<file path="src/rtl/spi_pkg.sv">
// Shared types and defaults for the SPI transfer master: FSM state encoding,
// default frame/select/divider constants and small sizing helpers.
package spi_pkg;

  typedef enum logic [2:0] {
    ST_IDLE,
    ST_SETUP,
    ST_SHIFT,
    ST_HOLD,
    ST_DONE
  } spi_state_t;

  localparam int DEF_DATA_W = 128;
  localparam int DEF_N_CS   = 2;
  localparam int DEF_DIV    = 4;

  // Chip-select index width, never narrower than one bit.
  function automatic int cs_w(input int n);
    return (n <= 1) ? 1 : $clog2(n);
  endfunction

  function automatic logic sel_ok(input int sel, input int n);
    return sel < n;
  endfunction

endpackage

</file>
<file path="src/rtl/spi_xfer_master_if.sv">
// Request/serial bundle of the SPI transfer master. The loopback select only
// exists when SPI_LOOPBACK_EN is defined.
interface spi_xfer_master_if
  import spi_pkg::*;
#(
  parameter int DATA_W = DEF_DATA_W,
  parameter int N_CS   = DEF_N_CS,
  parameter int CS_W   = cs_w(N_CS)
);
  logic              start;
  logic [CS_W-1:0]   cs_sel;
  logic [DATA_W-1:0] tx_data;
  logic              abort;
  logic              miso;
  logic              sclk;
  logic              mosi;
  logic [N_CS-1:0]   cs_n;
  logic [DATA_W-1:0] rx_data;
  logic              busy;
  logic              done;
  logic              err;
`ifdef SPI_LOOPBACK_EN
  logic              loopback;
`endif

  modport master (
`ifdef SPI_LOOPBACK_EN
    input  loopback,
`endif
    input  start, cs_sel, tx_data, abort, miso,
    output sclk, mosi, cs_n, rx_data, busy, done, err
  );

  modport slave (
`ifdef SPI_LOOPBACK_EN
    output loopback,
`endif
    output start, cs_sel, tx_data, abort, miso,
    input  sclk, mosi, cs_n, rx_data, busy, done, err
  );

endinterface

</file>
<file path="src/rtl/spi_clk_gen.sv">
// SCLK half-period tick generator: counts 0..DIV-1 while enabled and pulses
// tick on the last count; held at zero whenever the transfer is not active.
module spi_clk_gen #(
  parameter int DIV = 4
) (
  input  logic clk_master,
  input  logic rst,
  input  logic en,
  output logic tick
);
  localparam int CNT_W = (DIV <= 1) ? 1 : $clog2(DIV);

  logic [CNT_W-1:0] cnt;
  logic             last;

  assign last = (cnt == CNT_W'(DIV - 1));
  assign tick = en && last;

  always_ff @(posedge clk_master or posedge rst) begin
    if (rst) begin
      cnt <= '0;
    end else if (!en || last) begin
      cnt <= '0;
    end else begin
      cnt <= cnt + CNT_W'(1);
    end
  end

endmodule

</file>
<file path="src/rtl/spi_xfer_master.sv">
// Mode-0 SPI frame master: one DATA_W-bit full-duplex frame per accepted start,
// MSB first. Define SPI_LOOPBACK_EN to add an internal mosi->rx loopback select.
module spi_xfer_master
  import spi_pkg::*;
#(
  parameter int DATA_W = DEF_DATA_W,
  parameter int N_CS   = DEF_N_CS,
  parameter int DIV    = DEF_DIV
) (
  input  logic               clk_master,
  input  logic               rst,
  spi_xfer_master_if.master  bus
);
  localparam int CS_W  = cs_w(N_CS);
  localparam int CNT_W = $clog2(DATA_W + 1);

  spi_state_t        state, state_nxt;
  logic              tick;
  logic              active;
  logic              phase;      // 0: SCLK high half, 1: SCLK low half
  logic [CNT_W-1:0]  bit_cnt;    // completed SCLK periods
  logic [CS_W-1:0]   cs_lat;
  logic              err_r;
  logic [DATA_W-1:0] tx_sh, rx_sh, rx_data_r;
  logic [N_CS-1:0]   cs_n_w;
  logic              start_ok, accept, rising, falling, last_bit, sample_bit;

  assign active   = (state == ST_SETUP) || (state == ST_SHIFT) || (state == ST_HOLD);
  assign start_ok = sel_ok(int'(bus.cs_sel), N_CS);
  assign accept   = (state == ST_IDLE) && bus.start && start_ok;
  assign last_bit = (bit_cnt == CNT_W'(DATA_W));

  // SCLK rises on SETUP->SHIFT and at the end of every low half except the last.
  assign rising  = ((state == ST_SETUP) && tick) ||
                   ((state == ST_SHIFT) && tick && phase && !last_bit);
  assign falling = (state == ST_SHIFT) && tick && !phase;

`ifdef SPI_LOOPBACK_EN
  assign sample_bit = bus.loopback ? tx_sh[DATA_W-1] : bus.miso;
`else
  assign sample_bit = bus.miso;
`endif

  spi_clk_gen #(.DIV(DIV)) u_clk_gen (
    .clk_master (clk_master),
    .rst        (rst),
    .en         (active),
    .tick       (tick)
  );

  always_comb begin
    state_nxt = state;
    case (state)
      ST_IDLE:  if (accept) state_nxt = ST_SETUP;
      ST_SETUP: if (bus.abort) state_nxt = ST_IDLE;
                else if (tick) state_nxt = ST_SHIFT;
      ST_SHIFT: if (bus.abort) state_nxt = ST_IDLE;
                else if (tick && phase && last_bit) state_nxt = ST_HOLD;
      ST_HOLD:  if (bus.abort) state_nxt = ST_IDLE;
                else if (tick) state_nxt = ST_DONE;
      ST_DONE:  state_nxt = ST_IDLE;
      default:  state_nxt = ST_IDLE;
    endcase
  end

  always_ff @(posedge clk_master or posedge rst) begin
    if (rst) begin
      state     <= ST_IDLE;
      phase     <= 1'b0;
      bit_cnt   <= '0;
      cs_lat    <= '0;
      err_r     <= 1'b0;
      rx_data_r <= '0;
    end else begin
      state <= state_nxt;
      err_r <= (state == ST_IDLE) && bus.start && !start_ok;
      if (accept) cs_lat <= bus.cs_sel;
      if (state == ST_SETUP) begin
        phase   <= 1'b0;
        bit_cnt <= '0;
      end else if (falling) begin
        phase   <= 1'b1;
        bit_cnt <= bit_cnt + CNT_W'(1);
      end else if (rising) begin
        phase   <= 1'b0;
      end
      if (state_nxt == ST_DONE) rx_data_r <= rx_sh;
    end
  end

  // Shift registers carry no reset: mosi is gated by active and rx_data is
  // only loaded from a fully shifted frame.
  always_ff @(posedge clk_master) begin
    if (accept) tx_sh <= bus.tx_data;
    else if (falling) tx_sh <= {tx_sh[DATA_W-2:0], 1'b0};
    if (rising) rx_sh <= {rx_sh[DATA_W-2:0], sample_bit};
  end

  always_comb begin
    cs_n_w = '1;
    for (int i = 0; i < N_CS; i++) begin
      if (active && (int'(cs_lat) == i)) cs_n_w[i] = 1'b0;
    end
  end

  assign bus.sclk    = (state == ST_SHIFT) && !phase;
  assign bus.mosi    = active && tx_sh[DATA_W-1];
  assign bus.cs_n    = cs_n_w;
  assign bus.rx_data = rx_data_r;
  assign bus.busy    = active;
  assign bus.done    = (state == ST_DONE);
  assign bus.err     = err_r;

endmodule

</file>
<file path="src/flat_wrapper.sv">
// flat-port wrapper written by rule: the top's interface ports become plain ports
module spi_xfer_master_flat import spi_pkg::*;
#(
  parameter int DATA_W = DEF_DATA_W,
  parameter int N_CS   = DEF_N_CS,
  parameter int DIV    = DEF_DIV
)
  (clk_master, rst, bus_start, bus_cs_sel, bus_tx_data, bus_abort, bus_miso, bus_sclk, bus_mosi, bus_cs_n, bus_rx_data, bus_busy, bus_done, bus_err);
  spi_xfer_master_if #(.DATA_W(DATA_W), .N_CS(N_CS)) bus_i ();
  input  logic clk_master;
  input  logic rst;
  input wire logic [$bits(bus_i.start)-1:0] bus_start;
  input wire logic [$bits(bus_i.cs_sel)-1:0] bus_cs_sel;
  input wire logic [$bits(bus_i.tx_data)-1:0] bus_tx_data;
  input wire logic [$bits(bus_i.abort)-1:0] bus_abort;
  input wire logic [$bits(bus_i.miso)-1:0] bus_miso;
  output wire logic [$bits(bus_i.sclk)-1:0] bus_sclk;
  output wire logic [$bits(bus_i.mosi)-1:0] bus_mosi;
  output wire logic [$bits(bus_i.cs_n)-1:0] bus_cs_n;
  output wire logic [$bits(bus_i.rx_data)-1:0] bus_rx_data;
  output wire logic [$bits(bus_i.busy)-1:0] bus_busy;
  output wire logic [$bits(bus_i.done)-1:0] bus_done;
  output wire logic [$bits(bus_i.err)-1:0] bus_err;
  assign bus_i.start = bus_start;
  assign bus_i.cs_sel = bus_cs_sel;
  assign bus_i.tx_data = bus_tx_data;
  assign bus_i.abort = bus_abort;
  assign bus_i.miso = bus_miso;
  assign bus_sclk = bus_i.sclk;
  assign bus_mosi = bus_i.mosi;
  assign bus_cs_n = bus_i.cs_n;
  assign bus_rx_data = bus_i.rx_data;
  assign bus_busy = bus_i.busy;
  assign bus_done = bus_i.done;
  assign bus_err = bus_i.err;
  spi_xfer_master #(.DATA_W(DATA_W), .N_CS(N_CS), .DIV(DIV)) u_core (.clk_master(clk_master), .rst(rst), .bus(bus_i));
endmodule
</file>
<file path="config.mk">
export PLATFORM = sky130hd
export DESIGN_NAME = spi_xfer_master_flat
export DESIGN_NICKNAME = d
export VERILOG_FILES = /design/src/rtl/spi_pkg.sv /design/src/rtl/spi_xfer_master_if.sv /design/src/rtl/spi_clk_gen.sv /design/src/rtl/spi_xfer_master.sv /design/src/flat_wrapper.sv
export SDC_FILE = /design/constraint.sdc
export NUM_CORES = 1
export LEC_CHECK = 0
export BUFFER_PORTS_ARGS = -buffer_cell sky130_fd_sc_hd__buf_2
export CAP_MARGIN = 10
export CELL_PAD_IN_SITES_DETAIL_PLACEMENT = 2
export CELL_PAD_IN_SITES_GLOBAL_PLACEMENT = 2
export CORE_ASPECT_RATIO = 1.25
export CORE_MARGIN = 4
export CORE_UTILIZATION = 41
export DETAILED_ROUTE_END_ITERATION = 8
export GPL_TIMING_DRIVEN = 0
export PLACE_DENSITY_LB_ADDON = 0.2
export SETUP_SLACK_MARGIN = 0.4
export SLEW_MARGIN = 15
export SYNTH_ARGS = -nofsm -noshare
export SYNTH_HDL_FRONTEND = slang
export SYNTH_SLANG_ARGS = --single-unit
export TNS_END_PERCENT = 30
</file>
<file path="constraint.sdc">
create_clock -name clk_master -period 5.25 [get_ports clk_master]
set_input_delay 0.525 -clock clk_master [delete_from_list [all_inputs] [get_ports clk_master]]
set_output_delay 0.525 -clock clk_master [all_outputs]
set_load 0.01 [all_outputs]
</file>
==> results.ini <==
[pwr]
vdd_ir_drop_max_mv=0.296
p_leak_nw=7.75
powerDensity_nw_per_um2=417
p_total_mw=7.67

[global_route]
grt_pass1_vias=8935
busiest_layer=met2
met3_usage=0.0633
grt_max_degree=91
grtUsageTotal=0.167
antenna_found_initial=6
overflow=0
grt_use_met1=0.198
use_met2=0.285
grt_pass1_wl_mm=52.0

[clock_network]
clockBufferDepth=3
cts_tree=yes
root_buffer=clkbuf_16
cts.sinks=399
h-tree-depth=2
path_clk_slew_ns=0.06
post_cts_resized=0
cts.repair_timing.setup_buffer_count=0
cts_hold_buf=1
numCtsBuffers=42
clock_latency_ns=0.55

[critical_path]
r2r-start=u_core.state[2]$_DFF_PP0_
end_kind=register
crit_slowest_cell=nor3b_1
required_ns=5.48
crit_family=buffers and inverters
critPathBufInv=3
cp_slowest_stage_delay_ns=0.70
crit_arrival_ns=3.27
crit_start=u_core.state[2]$_DFF_PP0_
start_kind=register
crit_fanout=55
path_class=register to register
crit_path_cell_trace=clkbuf_1 -> nor3b_1 -> a32o_4 -> buf_16 -> buf_12

[final_layout]
layoutNonFillerInstCount=1587
multi_input_area_sq_um=3350
seq_area_sq_um=11300
fill_cells=3302
nets=1212
drive_gt1_frac=0.395
fin_util=0.516
synthToLayoutAreaGrowth_pct=23.4

[floorplanning]
fp-row-count=77
die_x_um=179
fp.dieH_um=221
initial_core_util=0.419
dieArea_sq_um=39500
io_pins=269
coreArea_sq_um=35600

[logic_synthesis]
synth_fp_nets=895
netlist_area_sq_um=14900
yosys.cell_types.count=37
ys.flop_type=edfxtp_1
synth_edf_count=256
ys_warn_count=0
synthArstFlopShare=0.358
ys_seq_elements=399
netlist_instances=758
synth.avg_cell_area_sq_um=19.7
synth_seq_area_share=0.755

[job]
cap_violations=0

[detailed_routing]
drc=0
routed_wl_mm=33.6
viasPerCell=4.90
ant_nets=0
drt_iter0_drc=507
firstDrtPassIters=4
vias=7779
wire_per_inst_um=21.2

[timing]
finalSetupViolCount=0
drv_slew=0
max_freq_mhz=328
grt_setup_unrepaired=false
tns_ns=0
tightestPinTransition_ns=0.795
fin_crit_ns=3.04
period_share=0.580
whs_ns=0.145
finClkSkew_ns=0.0232
hold_viol=0
maxSlewHeadroom=0.469

[place]
io_buffers=267
place_congestion=0.707
post-dp-hpwl_mm=22.6
placed_cells=1504

[worst_hold_path]
hp-class=input pin to register
hold_start=bus_miso

[status]
status=finished, final reports clean

## sequential cells by signal, indices dropped and copies added (netlist names)
signal / cells
u_core.bus.rx_data: 128
u_core.rx_sh: 128
u_core.tx_sh: 128
u_core.u_clk_gen.cnt: 2
u_core.cs_lat: 1
u_core.phase: 1
u_core.bit_cnt: 8
u_core.state: 3
## path summary, 6_finish.rpt
kind                                                 endpoint  slack [ns]  cells after the start
min in group asynchronous  u_core.bus.rx_data[35]$_DFFE_PP0N_        0.54                      3
setup / recovery                  u_core.rx_sh[122]$_DFFE_PP_        2.21                      5
setup reg to reg                  u_core.rx_sh[122]$_DFFE_PP_        2.21                      5
hold reg to reg                    u_core.rx_sh[66]$_DFFE_PP_        0.44                      0
max in group asynchronous  u_core.bus.rx_data[81]$_DFFE_PP0N_        3.86                      4
hold / removal                      u_core.rx_sh[0]$_DFFE_PP_        0.15                      1
## logic make-up after synthesis
logic type | after synthesis | share of synthesized area
compound gates | 14 | 0.00595
xor+xnor | 1 | 0.000587
fa+ha+maj | 3 | 0.00252
buf+inv | 39 | 0.0213
flops | 399 | 0.755
mux | 260 | 0.196
other cells | 1 | 0.000251
simple gates | 41 | 0.0184
## report_power, final
group	internal (mW)	total, mW	switching [mW]
Clock	1.71	2.94	1.23
Sequential	3.76	3.86	0.100
Combinational	0.405	0.867	0.462
## layout make-up
class                           count  area share
Tap cell                          474      0.0322
Clock buffer                       56      0.0649
Inverter                            5     0.00143
Sequential cell                   399       0.612
Timing Repair Buffer              273      0.0802
Clock inverter                     22     0.00999
Antenna cell                        4    0.000544
Buffer                             34      0.0162
Multi-Input combinational cell    320       0.182
## per-stage QoR
stage	setup WS (ns)	area, sq um
after floorplan	0.544	14900
after global placement	-1.55	16800
after detailed placement	2.12	17000
after CTS	2.11	18400
after global routing	1.95	18400
final	2.21	18400
## cells in the final DEF, fill, tap and decap left out, types with 5 or more instances in the layout
cell type  Yosys  layout
buf_2          8     275
buf_4          5       5
buf_6         19      19
clkbuf_1       2       8
clkbuf_16      0      43
clkbuf_8       0       7
clkinv_1       0       6
clkinv_2       0       9
dfrtp_1      143     143
edfxtp_1     256     256
mux2_1       196     196
mux2_2        60      60
nand2_1        8       8
nand3_1        7       7
## metal layers
metal	up-vias	wire length, um
li1	3507	-
met1	3994	13100
met2	226	17000
met3	46	2880
met4	6	638
met5	-	31
## worst register-to-register path, stage by stage (launching register included)
cell	delay, ns
dfrtp_1	0.48
clkbuf_1	0.25
nor3b_1	0.70
a32o_4	0.64
buf_16	0.36
buf_12	0.29
## cells in the mapped netlist (3+ instances only)
cell type / count / share of area
ha_1: 3 / 0.0025
nand3_1: 7 / 0.0023
a21oi_1: 4 / 0.0013
dfrtp_1: 143 / 0.24
inv_1: 5 / 0.0013
mux2i_1: 4 / 0.0027
nand2_1: 8 / 0.0020
and2_1: 3 / 0.0013
buf_4: 5 / 0.0025
buf_2: 8 / 0.0027
mux2_1: 196 / 0.15
edfxtp_1: 256 / 0.52
buf_6: 19 / 0.014
nor3_1: 3 / 0.0010
nor2_1: 4 / 0.0010
o21ai_0: 3 / 0.0010
mux2_2: 60 / 0.045
(Power assumes the default switching activity.)
